$ cat config.mk
export PLATFORM = sky130hd
export DESIGN_NAME = lin2log_encoder_flat
export DESIGN_NICKNAME = d
export VERILOG_FILES = /design/src/rtl/lin2log_encoder_if.sv /design/src/rtl/lin2log_encoder.sv /design/src/flat_wrapper.sv
export SDC_FILE = /design/constraint.sdc
export NUM_CORES = 1
export LEC_CHECK = 0
export CELL_PAD_IN_SITES_DETAIL_PLACEMENT = 1
export CELL_PAD_IN_SITES_GLOBAL_PLACEMENT = 2
export CORE_MARGIN = 3
export CORE_UTILIZATION = 31
export CTS_CLUSTER_SIZE = 20
export DETAILED_ROUTE_END_ITERATION = 6
export PLACE_DENSITY_LB_ADDON = 0.1
export SLEW_MARGIN = 20
export SYNTH_ARGS = -nofsm -noshare
export SYNTH_HDL_FRONTEND = slang
export SYNTH_SLANG_ARGS = --single-unit
$ cat constraint.sdc
create_clock -name clk -period 2.9 [get_ports clk]
set_input_delay 0.58 -clock clk [delete_from_list [all_inputs] [get_ports clk]]
set_output_delay 0.58 -clock clk [all_outputs]
set_load 0.05 [all_outputs]
$ cat src/rtl/lin2log_encoder_if.sv
// Handshake bundle between the linear sample source, the lin2log encoder
// and the downstream log-domain consumer.
//   lin_in / in_valid / in_ready            : upstream sample handshake
//   log_out / log_valid / sign_out          : encoded result
//   out_valid / out_ready                   : downstream result handshake
// The encoder connects through the slave modport; a driver or bench uses master.
interface lin2log_encoder_if #(
   parameter int WIDTH = 16
);
   logic [WIDTH-1:0] lin_in;
   logic             in_valid;
   logic             in_ready;
   logic [WIDTH:0]   log_out;
   logic             log_valid;
   logic             sign_out;
   logic             out_valid;
   logic             out_ready;

   modport slave (
      input  lin_in, in_valid, out_ready,
      output in_ready, log_out, log_valid, sign_out, out_valid
   );

   modport master (
      output lin_in, in_valid, out_ready,
      input  in_ready, log_out, log_valid, sign_out, out_valid
   );
endinterface

$ cat src/rtl/lin2log_encoder.sv
// Linear-to-log encoder (Mitchell approximation) for the log-domain multiply
// path. A signed linear sample is turned into a signed fixed-point log2 of
// its magnitude, a separate sign bit, and a log-valid flag (low for zero).
// Leading-one normalisation runs one bit per cycle.
// Ports:
//   clk  - rising-edge clock
//   rst  - synchronous active-high reset; aborts any conversion or held result
//   bus  - slave modport of lin2log_encoder_if (lin_in/in_valid/in_ready on the
//          input side; log_out/log_valid/sign_out/out_valid/out_ready on output)
//
// state | meaning
// ------+--------------------------------------------------------------
// IDLE  | waiting for a sample, in_ready high
// NORM  | shifting mag left until its MSB is set, k tracks the exponent
// DONE  | result held on the outputs until out_ready
module lin2log_encoder #(
   parameter int WIDTH = 16,
   parameter int FRAC  = 12
) (
   input  logic clk,
   input  logic rst,
   lin2log_encoder_if.slave bus
);
   localparam int KW = $clog2(WIDTH);

   localparam logic [1:0] IDLE = 2'd0;
   localparam logic [1:0] NORM = 2'd1;
   localparam logic [1:0] DONE = 2'd2;

   logic [1:0]       state;
   logic [WIDTH-1:0] mag;
   logic [KW-1:0]    k;
   logic             sign_r;
   logic [WIDTH:0]   log_r;
   logic             log_valid_r;
   logic             sign_out_r;
   logic             out_valid_r;

   logic [WIDTH-1:0] abs_in;
   logic             in_zero;
   logic [WIDTH:0]   int_ext;
   logic [WIDTH:0]   log_next;

   // Magnitude of the incoming sample; the most negative code maps onto
   // 2^(WIDTH-1), which is still representable as unsigned.
   always_comb begin
      abs_in  = bus.lin_in;
      if (bus.lin_in[WIDTH-1]) begin
         abs_in = ~bus.lin_in + 1'b1;
      end
      in_zero = (bus.lin_in == '0);
   end

   // Integer part k-FRAC sits above the FRAC mantissa bits below the leading
   // one. The shift leaves the low FRAC bits zero, so the add is a merge.
   always_comb begin
      int_ext  = {{(WIDTH+1-KW){1'b0}}, k} - (WIDTH+1)'(FRAC);
      log_next = (int_ext << FRAC)
               + {{(WIDTH+1-FRAC){1'b0}}, mag[WIDTH-2 -: FRAC]};
   end

   always_ff @(posedge clk) begin
      if (rst) begin
         state       <= IDLE;
         mag         <= '0;
         k           <= '0;
         sign_r      <= 1'b0;
         log_r       <= '0;
         log_valid_r <= 1'b0;
         sign_out_r  <= 1'b0;
         out_valid_r <= 1'b0;
      end else begin
         case (state)
            IDLE: begin
               if (bus.in_valid) begin
                  mag    <= abs_in;
                  sign_r <= bus.lin_in[WIDTH-1];
                  k      <= KW'(WIDTH-1);
                  if (in_zero) begin
                     log_r       <= '0;
                     log_valid_r <= 1'b0;
                     sign_out_r  <= 1'b0;
                     out_valid_r <= 1'b1;
                     state       <= DONE;
                  end else begin
                     state <= NORM;
                  end
               end
            end
            NORM: begin
               if (!mag[WIDTH-1]) begin
                  mag <= mag << 1;
                  k   <= k - 1'b1;
               end else begin
                  log_r       <= log_next;
                  log_valid_r <= 1'b1;
                  sign_out_r  <= sign_r;
                  out_valid_r <= 1'b1;
                  state       <= DONE;
               end
            end
            DONE: begin
               if (bus.out_ready) begin
                  log_r       <= '0;
                  log_valid_r <= 1'b0;
                  sign_out_r  <= 1'b0;
                  out_valid_r <= 1'b0;
                  state       <= IDLE;
               end
            end
            default: begin
               state <= IDLE;
            end
         endcase
      end
   end

   assign bus.in_ready  = (state == IDLE) && !rst;
   assign bus.log_out   = log_r;
   assign bus.log_valid = log_valid_r;
   assign bus.sign_out  = sign_out_r;
   assign bus.out_valid = out_valid_r;

endmodule

$ cat src/flat_wrapper.sv
// flat-port wrapper written by rule: the top's interface ports become plain ports
module lin2log_encoder_flat 
#(
   parameter int WIDTH = 16,
   parameter int FRAC  = 12
)
  (clk, rst, bus_lin_in, bus_in_valid, bus_out_ready, bus_in_ready, bus_log_out, bus_log_valid, bus_sign_out, bus_out_valid);
  lin2log_encoder_if #(.WIDTH(WIDTH)) bus_i ();
  input  logic clk;
  input  logic rst;
  input wire logic [$bits(bus_i.lin_in)-1:0] bus_lin_in;
  input wire logic [$bits(bus_i.in_valid)-1:0] bus_in_valid;
  input wire logic [$bits(bus_i.out_ready)-1:0] bus_out_ready;
  output wire logic [$bits(bus_i.in_ready)-1:0] bus_in_ready;
  output wire logic [$bits(bus_i.log_out)-1:0] bus_log_out;
  output wire logic [$bits(bus_i.log_valid)-1:0] bus_log_valid;
  output wire logic [$bits(bus_i.sign_out)-1:0] bus_sign_out;
  output wire logic [$bits(bus_i.out_valid)-1:0] bus_out_valid;
  assign bus_i.lin_in = bus_lin_in;
  assign bus_i.in_valid = bus_in_valid;
  assign bus_i.out_ready = bus_out_ready;
  assign bus_in_ready = bus_i.in_ready;
  assign bus_log_out = bus_i.log_out;
  assign bus_log_valid = bus_i.log_valid;
  assign bus_sign_out = bus_i.sign_out;
  assign bus_out_valid = bus_i.out_valid;
  lin2log_encoder #(.WIDTH(WIDTH), .FRAC(FRAC)) u_core (.clk(clk), .rst(rst), .bus(bus_i));
endmodule
==> results.sh <==
export IMPL_status="finished clean"
export IMPL_setup_viol=0
export IMPL_dieArea_um2=7790
export IMPL_worstHoldStart="u_core.sign_r"
export IMPL_ff2ff_setup_slack_ns=0.93
export IMPL_start_util_pct=32.5
export IMPL_cts_clk_slew_worst_paths_ns=0.08
export IMPL_hp_class="flip-flop to flip-flop"
export IMPL_netlist_top_cell_by_area="dfxtp_1"
export IMPL_stdcell_area_um2=2790
export IMPL_wl_um=6080
export IMPL_syn_area_per_cell_um2=9.12
export IMPL_synth_top_area_share_pct=41.0
export IMPL_num_vias=1938
export IMPL_synth_ff_type="dfxtp_1"
export IMPL_arrival_ns=2.70
export IMPL_p_leak_nw=1.03
export IMPL_slew_viol_final=0
export IMPL_required_ns=3.07
export IMPL_cts_setup_buffers=0
export IMPL_min_period_ns=2.53
export IMPL_ys_async_sr_fraction_pct=0
export IMPL_grt_pass1_vias=1973
export IMPL_path_class="input pin to flip-flop"
export IMPL_grt_usage_pct=16.5
export IMPL_total_power_mw=1.50
export IMPL_clock_skew_ns=0.00416
export IMPL_fmax_mhz=395
export IMPL_port_buffer_count=40
export IMPL_cts_buffer_depth=2
export IMPL_synth_cell_types=53
export IMPL_worstReg2RegEnd="u_core.k[3]"
export IMPL_cts_sinks=43
export IMPL_grt_overflow_total=0
export IMPL_holdPathEnd="u_core.sign_r"
export IMPL_antenna_found_initial=0
export IMPL_yosysSeqAreaShare_pct=41.0
export IMPL_yosys_top_cells_area="dfxtp_1, a22o_1, a22oi_1"
export IMPL_maxCapViolations=0
export IMPL_power_density_nw_per_um2=539
export IMPL_cts_tree="done"
export IMPL_die_height_um=88.3
export IMPL_drtAntennaViolNets=0
export IMPL_synth_most_common_cell="dfxtp_1"
export IMPL_wl_per_cell_um=17.3
export IMPL_fp_row_count=29
export IMPL_cts_max_level=2
export IMPL_synth_edf_count=0
export IMPL_place_congestion=0.773
export IMPL_place_hpwl_um=4400
export IMPL_area_growth_pct=32.7
export IMPL_core_area_um2=6460
export IMPL_worst_pin_slew_ns=0.647
export IMPL_synthTopCellsByCount="dfxtp_1, a22o_1, nand2_1"
export IMPL_drtPass1Iterations=4
export IMPL_synth_warning_count=0
export IMPL_slew_headroom_pct=56.8
export IMPL_fin_crit_sh_pct=87.2
export IMPL_rsz0062_at_grt="false"
export IMPL_die_w_um=88.3
export IMPL_worstHoldPathCells=2
export IMPL_hold_viol_final=0
export IMPL_setup_tns_ns=0
export IMPL_root_buffer="clkbuf_8"
export IMPL_end_kind="flip-flop"
export IMPL_whs_ns=0.459
export IMPL_pin_count=41
export IMPL_vias_per_cell=5.52
export IMPL_reg2reg_from="u_core.state[0]"
export IMPL_synth_area_um2=2100
export IMPL_cts_resized=0
export IMPL_diodes=0
export IMPL_clock_latency_ns=0.30
export IMPL_drt_iter0_drc=78
export IMPL_cp_max_fo=7
export IMPL_ir_drop_uv=258
export IMPL_placed_area_um2=2650
export IMPL_numCtsBuffers=5
export IMPL_final_nets=296
export IMPL_grt_pass1_wl_um=9980
export IMPL_cp_start_kind="input pin"
export IMPL_grt_max_degree=21
export IMPL_ys_ff_latch=43
export IMPL_synthCells=230
export IMPL_worstRegToRegCells=4
export IMPL_final_layout_size_suffix_gt1_share_pct=12.4
export IMPL_synth_fp_nets=253
export IMPL_drc=0
export IMPL_ctsHoldBuffers=0
## layout by cell type, fill, tap and decap left out, types with 3 or more instances in the layout
| cell type | instances |
|---|---|
| a21oi_1 | 10 |
| a22o_1 | 17 |
| a22oi_1 | 9 |
| a31oi_1 | 3 |
| buf_4 | 14 |
| clkbuf_8 | 5 |
| clkdlybuf4s50_1 | 39 |
| dfxtp_1 | 43 |
| ha_1 | 3 |
| inv_1 | 9 |
| mux2i_1 | 6 |
| nand2_1 | 15 |
| nand3_1 | 6 |
| nor2_1 | 7 |
| nor3_1 | 3 |
| nor3b_1 | 3 |
| nor4_1 | 4 |
| o21ai_0 | 9 |
| o22ai_1 | 3 |
| o31ai_1 | 4 |
| o41ai_1 | 3 |
| or3_1 | 6 |
| or3b_2 | 3 |
| or4_1 | 5 |
| xnor2_1 | 3 |
| xor2_1 | 3 |
## worst max path at each step
| stage | start | end | slack (ns) | depth (start not counted) |
|---|---|---|---|---|
| finish | bus_lin_in[1] | u_core.mag[14] | 0.37 | 8 |
| detailed placement | bus_lin_in[1] | u_core.mag[14] | 0.11 | 8 |
| CTS | bus_lin_in[1] | u_core.mag[14] | 0.37 | 8 |
| global route | bus_lin_in[1] | u_core.mag[14] | 0.25 | 8 |
| floorplan | rst | bus_in_ready | 0.31 | 3 |
| global placement | bus_lin_in[1] | u_core.mag[14] | 0.17 | 8 |
## stage by stage
| stage | utilization, % | setup slack [ns] | std cells |
|---|---|---|---|
| after floorplan | - | 0.313 | 230 |
| after global placement | 41.1 | 0.169 | 343 |
| after detailed placement | 41.1 | 0.108 | 343 |
| after CTS | 43.1 | 0.370 | 351 |
| after global routing | 43.1 | 0.254 | 351 |
| final | 43.1 | 0.370 | 351 |
## power by group
part	internal (mW)	leakage [nW]	switching, mW	total (mW)
sequential	0.625	0.351	0.0381	0.663
combinational	0.124	0.609	0.154	0.278
clock	0.344	0.0654	0.216	0.560
total	1.09	1.03	0.408	1.50
## critical path, cell delays in order
cell             delay, ns
clkdlybuf4s50_1       0.45
inv_1                 0.08
ha_1                  0.15
or3b_2                0.49
buf_4                 0.19
o41ai_1               0.44
xor2_1                0.22
o32ai_1               0.11
## area by class of cell
cell class / count / area (um^2)
Clock buffer: 6 / 72.6
Clock inverter: 2 / 60.1
Fill cell: 749 / 3670
Inverter: 10 / 37.5
Multi-Input combinational cell: 158 / 1120
Sequential cell: 43 / 861
Tap cell: 77 / 96.3
Timing Repair Buffer: 55 / 536
## sequential cells by signal, summed over array words and instances (netlist names)
name and count:
u_core.bus.log_out 17, u_core.bus.sign_out 1, u_core.mag 16, u_core.state 2
u_core.k 4, u_core.bus.log_valid 1, u_core.bus.out_valid 1, u_core.sign_r 1
## cells by family (layout without fill, tap and decap cells)
logic type	after synthesis	in the layout	synth area share, %
AOI/OAI and AO/OA	79	79	28.3
and+or+nand+nor	64	64	17.7
DFF	43	43	41.0
buffers and inverters	29	73	5.78
xor gates and xnor gates	6	6	2.50
muxes	6	6	2.86
adders and majority gates	3	3	1.79
## per-layer routing
| layer | global-route usage (%) | share of wire, % | up-vias |
|---|---|---|---|
| li1 | - | - | 961 |
| met1 | 23.6 | 52 | 933 |
| met2 | 25.5 | 43 | 40 |
| met3 | 3.07 | 4.1 | 4 |
| met4 | 4.81 | 0.87 | 0 |
| met5 | 0 | 0 | - |
No activity file was read; power rests on OpenSTA's default activity.
